File: src/rtl/pwm_capture.sv
// pwm_capture: measures period and high time of an incoming PWM waveform,
// decodes the high time into a 3-bit duty level and reports lock, period
// error and stuck-line status. One-cycle valid per completed period.

// Single threshold comparator: high time at or above THR.
module pwm_capture_thr #(
  parameter int unsigned THR = 0
) (
  input  logic [15:0] h,
  output logic        ge
);
  // Widen to 32 bits so thresholds above 0xFFFF simply never match.
  assign ge = ({16'd0, h} >= THR);
endmodule

module pwm_capture #(
  parameter int unsigned PERIOD  = 50002,
  parameter int unsigned STEP    = 5000,
  parameter int unsigned TOL     = 64,
  parameter int unsigned TIMEOUT = 65535
) (
  input  logic        clk,
  input  logic        reset,
  input  logic        pwm_in,
  output logic [2:0]  level,
  output logic        valid,
  output logic [15:0] high_count,
  output logic [15:0] period_count,
  output logic        locked,
  output logic        period_err,
  output logic        stuck,
  output logic        stuck_high
);

  localparam int unsigned NUM_THR = 7;
  localparam logic [31:0] P_LO    = 32'(PERIOD - TOL);
  localparam logic [31:0] P_HI    = 32'(PERIOD + TOL);
  localparam logic [15:0] TMO     = 16'(TIMEOUT);
  localparam logic [15:0] SAT     = 16'hFFFF;

  typedef enum logic {IDLE, MEASURE} state_t;

  // One completed measurement, as it will be published.
  typedef struct packed {
    logic [2:0]  level;
    logic [15:0] high;
    logic [15:0] period;
    logic        err;
  } meas_t;

  state_t               state;
  logic [2:0]           sync_pipe;   // [0]=s1, [1]=s2, [2]=s3
  logic                 s2, s3, rise, tmo;
  logic [15:0]          pcnt, hcnt;
  logic [NUM_THR-1:0]   thr_ge;
  logic [2:0]           lvl_dec;
  logic                 p_bad;
  meas_t                meas;

  assign s2   = sync_pipe[1];
  assign s3   = sync_pipe[2];
  assign rise = s2 & ~s3;
  // A rise in the same cycle overrides the timeout.
  assign tmo  = (pcnt == TMO) & ~rise;

  // Two-flop synchroniser plus one delay stage for edge detection.
  always_ff @(posedge clk or negedge reset) begin
    if (!reset) sync_pipe <= '0;
    else        sync_pipe <= {sync_pipe[1:0], pwm_in};
  end

  // Period and high-time counters; restart on rise, saturate at 0xFFFF.
  always_ff @(posedge clk or negedge reset) begin
    if (!reset) begin
      pcnt <= '0;
      hcnt <= '0;
    end else if (rise) begin
      pcnt <= 16'd1;
      hcnt <= 16'd1;
    end else begin
      if (pcnt != SAT)       pcnt <= pcnt + 16'd1;
      if (s2 && hcnt != SAT) hcnt <= hcnt + 16'd1;
    end
  end

  // Thermometer of level thresholds STEP*j + STEP/2, j = 1..7.
  for (genvar j = 1; j <= NUM_THR; j++) begin : g_thr
    pwm_capture_thr #(.THR(STEP * j + STEP / 2)) u_thr (
      .h  (hcnt),
      .ge (thr_ge[j-1])
    );
  end

  // Level = number of thresholds reached.
  always_comb begin
    lvl_dec = 3'd0;
    for (int j = 0; j < NUM_THR; j++) lvl_dec = lvl_dec + {2'b00, thr_ge[j]};
  end

  assign p_bad = ({16'd0, pcnt} < P_LO) | ({16'd0, pcnt} > P_HI);
  assign meas  = '{level: lvl_dec, high: hcnt, period: pcnt, err: p_bad};

  // Measurement FSM with registered outputs.
  always_ff @(posedge clk or negedge reset) begin
    if (!reset) begin
      state        <= IDLE;
      level        <= '0;
      valid        <= 1'b0;
      high_count   <= '0;
      period_count <= '0;
      locked       <= 1'b0;
      period_err   <= 1'b0;
      stuck        <= 1'b0;
      stuck_high   <= 1'b0;
    end else begin
      valid <= 1'b0;
      case (state)
        IDLE: begin
          if (rise) begin
            state <= MEASURE;
          end else if (tmo) begin
            locked <= 1'b0;
            stuck  <= 1'b1;
            if (!stuck) stuck_high <= s2;
          end
        end
        MEASURE: begin
          if (rise) begin
            level        <= meas.level;
            high_count   <= meas.high;
            period_count <= meas.period;
            period_err   <= meas.err;
            locked       <= ~meas.err;
            stuck        <= 1'b0;
            valid        <= 1'b1;
          end else if (tmo) begin
            locked <= 1'b0;
            stuck  <= 1'b1;
            if (!stuck) stuck_high <= s2;
            state  <= IDLE;
          end
        end
        default: state <= IDLE;
      endcase
    end
  end

endmodule

File: config.mk
export PLATFORM = sky130hd
export DESIGN_NAME = pwm_capture
export DESIGN_NICKNAME = d
export VERILOG_FILES = /design/src/rtl/pwm_capture.sv
export SDC_FILE = /design/constraint.sdc
export NUM_CORES = 1
export LEC_CHECK = 0
export ABC_AREA = 1
export BUFFER_PORTS_ARGS = -buffer_cell sky130_fd_sc_hd__buf_2
export CAP_MARGIN = 40
export CORE_UTILIZATION = 30
export CTS_BUF_LIST = sky130_fd_sc_hd__clkbuf_8 sky130_fd_sc_hd__clkbuf_16
export CTS_CLUSTER_SIZE = 28
export DETAILED_ROUTE_END_ITERATION = 8
export MAX_ROUTING_LAYER = met4
export PLACE_DENSITY_LB_ADDON = 0.1
export RECOVER_POWER = 100
export SYNTH_ARGS = -nofsm -noshare
export SYNTH_HDL_FRONTEND = slang
export SYNTH_SLANG_ARGS = --single-unit
File: constraint.sdc
create_clock -name clk -period 3.2 [get_ports clk]
set_input_delay 0.16 -clock clk [delete_from_list [all_inputs] [get_ports clk]]
set_output_delay 0.16 -clock clk [all_outputs]
set_load 0.1 [all_outputs]
# Word level (Yosys, flattened, before mapping)
# Cells that the tools add are included.
word_totals:
  regBits: 76
  out_inout_bits: 40
  inputBits: 3
  word_cells: 66
classes:
  bitwise: 8
  muxes: 20
  add_sub_neg: 8
  n_eq_ne: 4
  reduce_logical: 5
  order_cmp: 9
ops:
  columns: ["operator", "n"]
  rows:
  - ["$ge A16 B15 Y1 const B", 4]
  - ["$mux W16", 4]
  - ["$add A16 B1 Y16 const B", 2]
  - ["$ne A16 B16 Y1 const B", 2]
  - ["$eq A16 B16 Y1 const B", 1]
  - ["$ge A16 B13 Y1 const B", 1]
  - ["$ge A16 B14 Y1 const B", 1]
  - ["$ge A16 B16 Y1 const B", 1]
  - ["$gt A16 B16 Y1 const B", 1]
  - ["$lt A16 B16 Y1 const B", 1]
  - ["$mux W1", 13]
  - ["$add A3 B1 Y3", 4]
  - ["$pmux W1 S2", 3]
  - ["$not A1 Y1", 5]
  - ["$reduce_bool A2 Y1", 2]
  - ["$add A2 B1 Y3", 1]
  - ["$reduce_and A3 Y1", 1]
  - ["$add A1 B1 Y2", 1]
  - ["$and A1 B1 Y1", 2]
  - ["$ne A2 B2 Y1 const B", 1]
  - ["$reduce_and A2 Y1", 1]
  - ["$logic_and A1 B1 Y1", 1]
  - ["$or A1 B1 Y1", 1]

# Logic depth before layout (Yosys ltp)
logic_depth:
  word_depth: 7
  depth_mapped: 13
  mapped_depth_nobuf: 12

# Modules after synthesis
# A second synthesis with hierarchy kept.
hier_totals:
  cells_unflattened: 606
  area_unflattened_um2: 4321.6
by_module_without_submodules:
  columns: ["mod", "cells_per_inst", "instances", "area_per_inst_um2", "seq_area_each_um2"]
  rows:
  - ["pwm_capture", 463, 1, 3704.8, 1901.8]
  - ["pwm_capture_thr (g_thr[6].u_thr)", 27, 1, 107.6, 0.0]
  - ["pwm_capture_thr (g_thr[3].u_thr)", 22, 1, 97.6, 0.0]
  - ["pwm_capture_thr (g_thr[4].u_thr)", 21, 1, 97.6, 0.0]
  - ["pwm_capture_thr (g_thr[5].u_thr)", 24, 1, 91.3, 0.0]
  - ["pwm_capture_thr (g_thr[7].u_thr)", 19, 1, 91.3, 0.0]
  - ["pwm_capture_thr (g_thr[1].u_thr)", 15, 1, 68.8, 0.0]
  - ["pwm_capture_thr (g_thr[2].u_thr)", 15, 1, 62.6, 0.0]

# Worst setup path after synthesis
# No wires, ideal clock.
synth_path:
  kind: "register -> register"
  startpoint: "register hcnt[2]"
  endpoint: "register level[1]"
  period_less_slack_ps: 3094
  path_stages_with_launch: 14
  arrival_time_ps: 2974
  t_required_ps: 3080
  n_path_buf: 1
  setup_ps: 120
  path_slack_ps: 106
  path_cell_list: "dfrtp_1 > buf_2 > nor2_1 > nor2_1 > nand3_1 > nand4_1 > a21oi_1 > fa_1 > fa_1 > inv_1 > fa_1 > fa_1 > nand2_1 > nand2_1"
synth_between:
  elab_chain_cells: 7
  word_cells_on_any_way: 13
  cone_classes: "add/sub (6); order compare (7)"
synth_rtl:
  columns: ["element", "line", "source"]
  rows:
  - ["from (decl)", "54", "logic [15:0] pcnt, hcnt;"]
  - ["from (signal assigned)", "82", "if (s2 && hcnt != SAT) hcnt <= hcnt + 16'd1;"]
  - ["$ge A16 B13 Y1 / $ge A16 B14 Y1 (equally long branches)", "13", "assign ge = ({16'd0, h} >= THR);"]
  - ["$add A1 B1 Y2", "97", "for (int j = 0; j < NUM_THR; j++) lvl_dec = lvl_dec + {2'b00, thr_ge[j]};"]
  - ["$add A2 B1 Y3", "97", null]
  - ["$add A3 B1 Y3 (3 in series)", "97", null]
  - ["$add A3 B1 Y3 (*)", "97", null]
  - ["via lvl_dec[1]", "56", "logic [2:0] lvl_dec;"]
  - ["to (signal assigned)", "129", "level <= meas.level;"]
  - ["to (decl)", "25", "output logic [2:0] level,"]
# Mark *: on every way through the listed nets, which the timed path passes. The rest lies on a longest branch.
# A chain may end at the register's enable or synchronous reset.

# Worst setup path in the final report
# Ends and elaborated chain as after synthesis.

==> results.sh <==
export IMPL_outcome="finished, violations left"
export IMPL_violations="max-capacitance violations, max-slew violations"
export IMPL_synth_area_leaders="dfrtp_1, nand2_1, o21ai_0, inv_1, nand3_1"
export IMPL_worst_clock_skew_ns=0.00478
export IMPL_tns_ns=0
export IMPL_clk_latency_ns=0.34
export IMPL_finalWirelength_microns=11400
export IMPL_cts_sinks=76
export IMPL_dieArea_sq_um=13800
export IMPL_pre_cts_ws_ns=0.0158
export IMPL_grt_overflow=0
export IMPL_synthArstFlopShare=1.00
export IMPL_placedCellCount=748
export IMPL_synthCells=522
export IMPL_synthFlopType="dfrtp_1"
export IMPL_initial_core_util=0.312
export IMPL_numCtsBuffers=9
export IMPL_finalHoldViolCount=0
export IMPL_yosysTopAreaCellShare=0.475
export IMPL_root_buffer="clkbuf_16"
export IMPL_die_y_microns=118
export IMPL_rsz0062_at_grt="false"
export IMPL_synth_edff_count=0
export IMPL_dp_hpwl_microns=8430
export IMPL_post_drt_wl_per_cell_microns=14.8
export IMPL_max_freq_mhz=330
export IMPL_min_period_over_period=0.946
export IMPL_p_per_area_nw_per_um2=551
export IMPL_utilization=0.383
export IMPL_drtIter0Drc=168
export IMPL_yosysUniqueCellTypes=27
export IMPL_synth_seq_cells=76
export IMPL_drv_cap=1
export IMPL_ys_seq_area_frac=0.475
export IMPL_vias=3678
export IMPL_diodes=0
export IMPL_crit_arrival_ns=3.26
export IMPL_yosysTopAreaCell="dfrtp_1"
export IMPL_hold_path_class="flop to flop"
export IMPL_core_area_sq_um=12800
export IMPL_vdd_drop_max_mv=0.233
export IMPL_synth_top_cells_by_count="nand2_1, dfrtp_1, inv_1"
export IMPL_syn_area_sq_um=4000
export IMPL_period_minus_slack_ns=3.03
export IMPL_htreeDepth=3
export IMPL_cts_buffer_depth=2
export IMPL_yosysWarnings=0
export IMPL_placed_cell_area_sq_um=4590
export IMPL_crit_path_start_kind="flop"
export IMPL_fin_nets=602
export IMPL_first_pass_iters=4
export IMPL_gr_usage_all_layers=0.178
export IMPL_via_per_inst=4.78
export IMPL_setup_viol=0
export IMPL_yosysMostFrequentCell="nand2_1"
export IMPL_tightest_slew_ns=2.13
export IMPL_ant_nets=0
export IMPL_syn_nets=532
export IMPL_setup_ws_ns=0.173
export IMPL_cts_tree="built"
export IMPL_grt_pass1_vias=3571
export IMPL_clk_pin_slew_ns=0.06
export IMPL_grt_pass1_wl_microns=18700
export IMPL_required_ns=3.43
export IMPL_drive_gt1_frac=0.116
export IMPL_crit_type="flop to flop"
export IMPL_stdcell_area_sq_um=4910
export IMPL_syn_avg_cell_area_sq_um=7.67
export IMPL_io_buffers=42
export IMPL_syn_to_final_growth_pct=22.7
export IMPL_drc=0
export IMPL_endpoint_kind="flop"
export IMPL_row_count=41
export IMPL_boundaryPins=43
export IMPL_maxSlewViolCount=36
export IMPL_grt_max_degree=42
export IMPL_cellLeakagePower_nw=2.37
export IMPL_die_w_microns=118
export IMPL_antenna_found_initial=0
export IMPL_routabilityCongestion=0.868
export IMPL_crit_fanout=4
export IMPL_max_slew_margin_rel=-0.422
export IMPL_final_cells=769
[final cells by class]
class / instances / area [sq um]
clock buffers: 10 / 239
multi-input cells: 369 / 1780
fillers: 1396 / 7910
clock inverters: 6 / 111
flip-flops and latches: 76 / 1910
inverters: 58 / 218
well taps: 172 / 215
repair buffers: 78 / 445
[sequential cells by signal, indices dropped and copies added (netlist names)]
signal and cells:
stuck_high 1, high_count 16, hcnt 16, locked 1, stuck 1, period_err 1, state 1, pcnt 16
valid 1, period_count 16, sync_pipe 3, level 3
[logic make-up (layout without fill, tap and decap cells)]
family,after synthesis,count (layout),share of synthesized area
AO/OA/AOI/OAI,67,67,0.0884
XOR/XNOR,2,2,0.00438
adder cells (fa/ha/maj),7,7,0.0294
buffers and inverters,77,152,0.0769
flip-flops,76,76,0.475
AND/OR/NAND/NOR,293,293,0.326
[what timing repair did]
action                                  in CTS  in global routing
gates resized for setup                      0                 11
buffers inserted                             0                  3
endpoints found under the setup margin       0                  2
endpoints found under the hold margin       36                  0
hold buffers                                 2                  0
[where the power goes]
group          internal, mW  switching (mW)
clock                 0.785           0.414
combinational        0.0794           0.361
sequential             1.02          0.0491
total                  1.88           0.824
[layer usage]
layer	wire [microns]	track usage
met1	5160	0.212
met4	68	0.0481
met3	366	0.0412
met2	5750	0.301
met5	0	-
[cell usage in the layout (no fill, tap or decap), types with 3 or more instances in the layout]
cell	synthesis	routed
buf_4	0	30
clkbuf_1	8	42
o21ai_0	47	47
nor3_1	8	7
a31oi_1	6	6
nand2_2	6	6
nor2_4	5	3
nand2_1	157	157
dfrtp_2	0	3
nor2_1	47	49
nand4_1	29	29
o31ai_1	3	3
fa_1	4	3
inv_1	57	57
ha_1	3	3
a21oi_1	9	8
bufinv_16	0	3
nand3_1	37	37
dfrtp_1	76	73
clkbuf_16	0	9
[final timing paths]
kind | startpoint | slack, ns | depth (start not counted) | endpoint
worst min register to register | sync_pipe[0] | 0.35 | 0 | sync_pipe[1]
worst max register to register | hcnt[2] | 0.17 | 12 | level[1]
worst min-delay path | sync_pipe[0] | 0.35 | 0 | sync_pipe[1]
max in group asynchronous | reset | 0.83 | 2 | hcnt[6]
worst max-delay path | hcnt[2] | 0.17 | 12 | level[1]
min in group asynchronous | reset | 0.99 | 2 | period_count[13]
[through the flow]
| step | power [mW] | hold WS [ns] |
|---|---|---|
| 2_1_floorplan | 1.42 | -0.136 |
| 3_3_place_gp | 1.53 | 0.272 |
| 3_5_place_dp | 1.54 | 0.164 |
| 4_1_cts | 2.76 | 0.351 |
| 5_1_grt | 2.83 | 0.378 |
| 6_report | 2.71 | 0.352 |
[worst max-delay path, stage by stage (launching register included)]
cell and delay, ns:
dfrtp_1 0.42, nor2_2 0.16, nor2_1 0.05, nand3_1 0.07, nand4_1 0.08, a21oi_1 0.19, fa_1 0.45, fa_1 0.49
inv_1 0.06, fa_2 0.38, fa_1 0.43, nand2_1 0.07, nand2_1 0.05
Power figures use the tool's default switching activity.
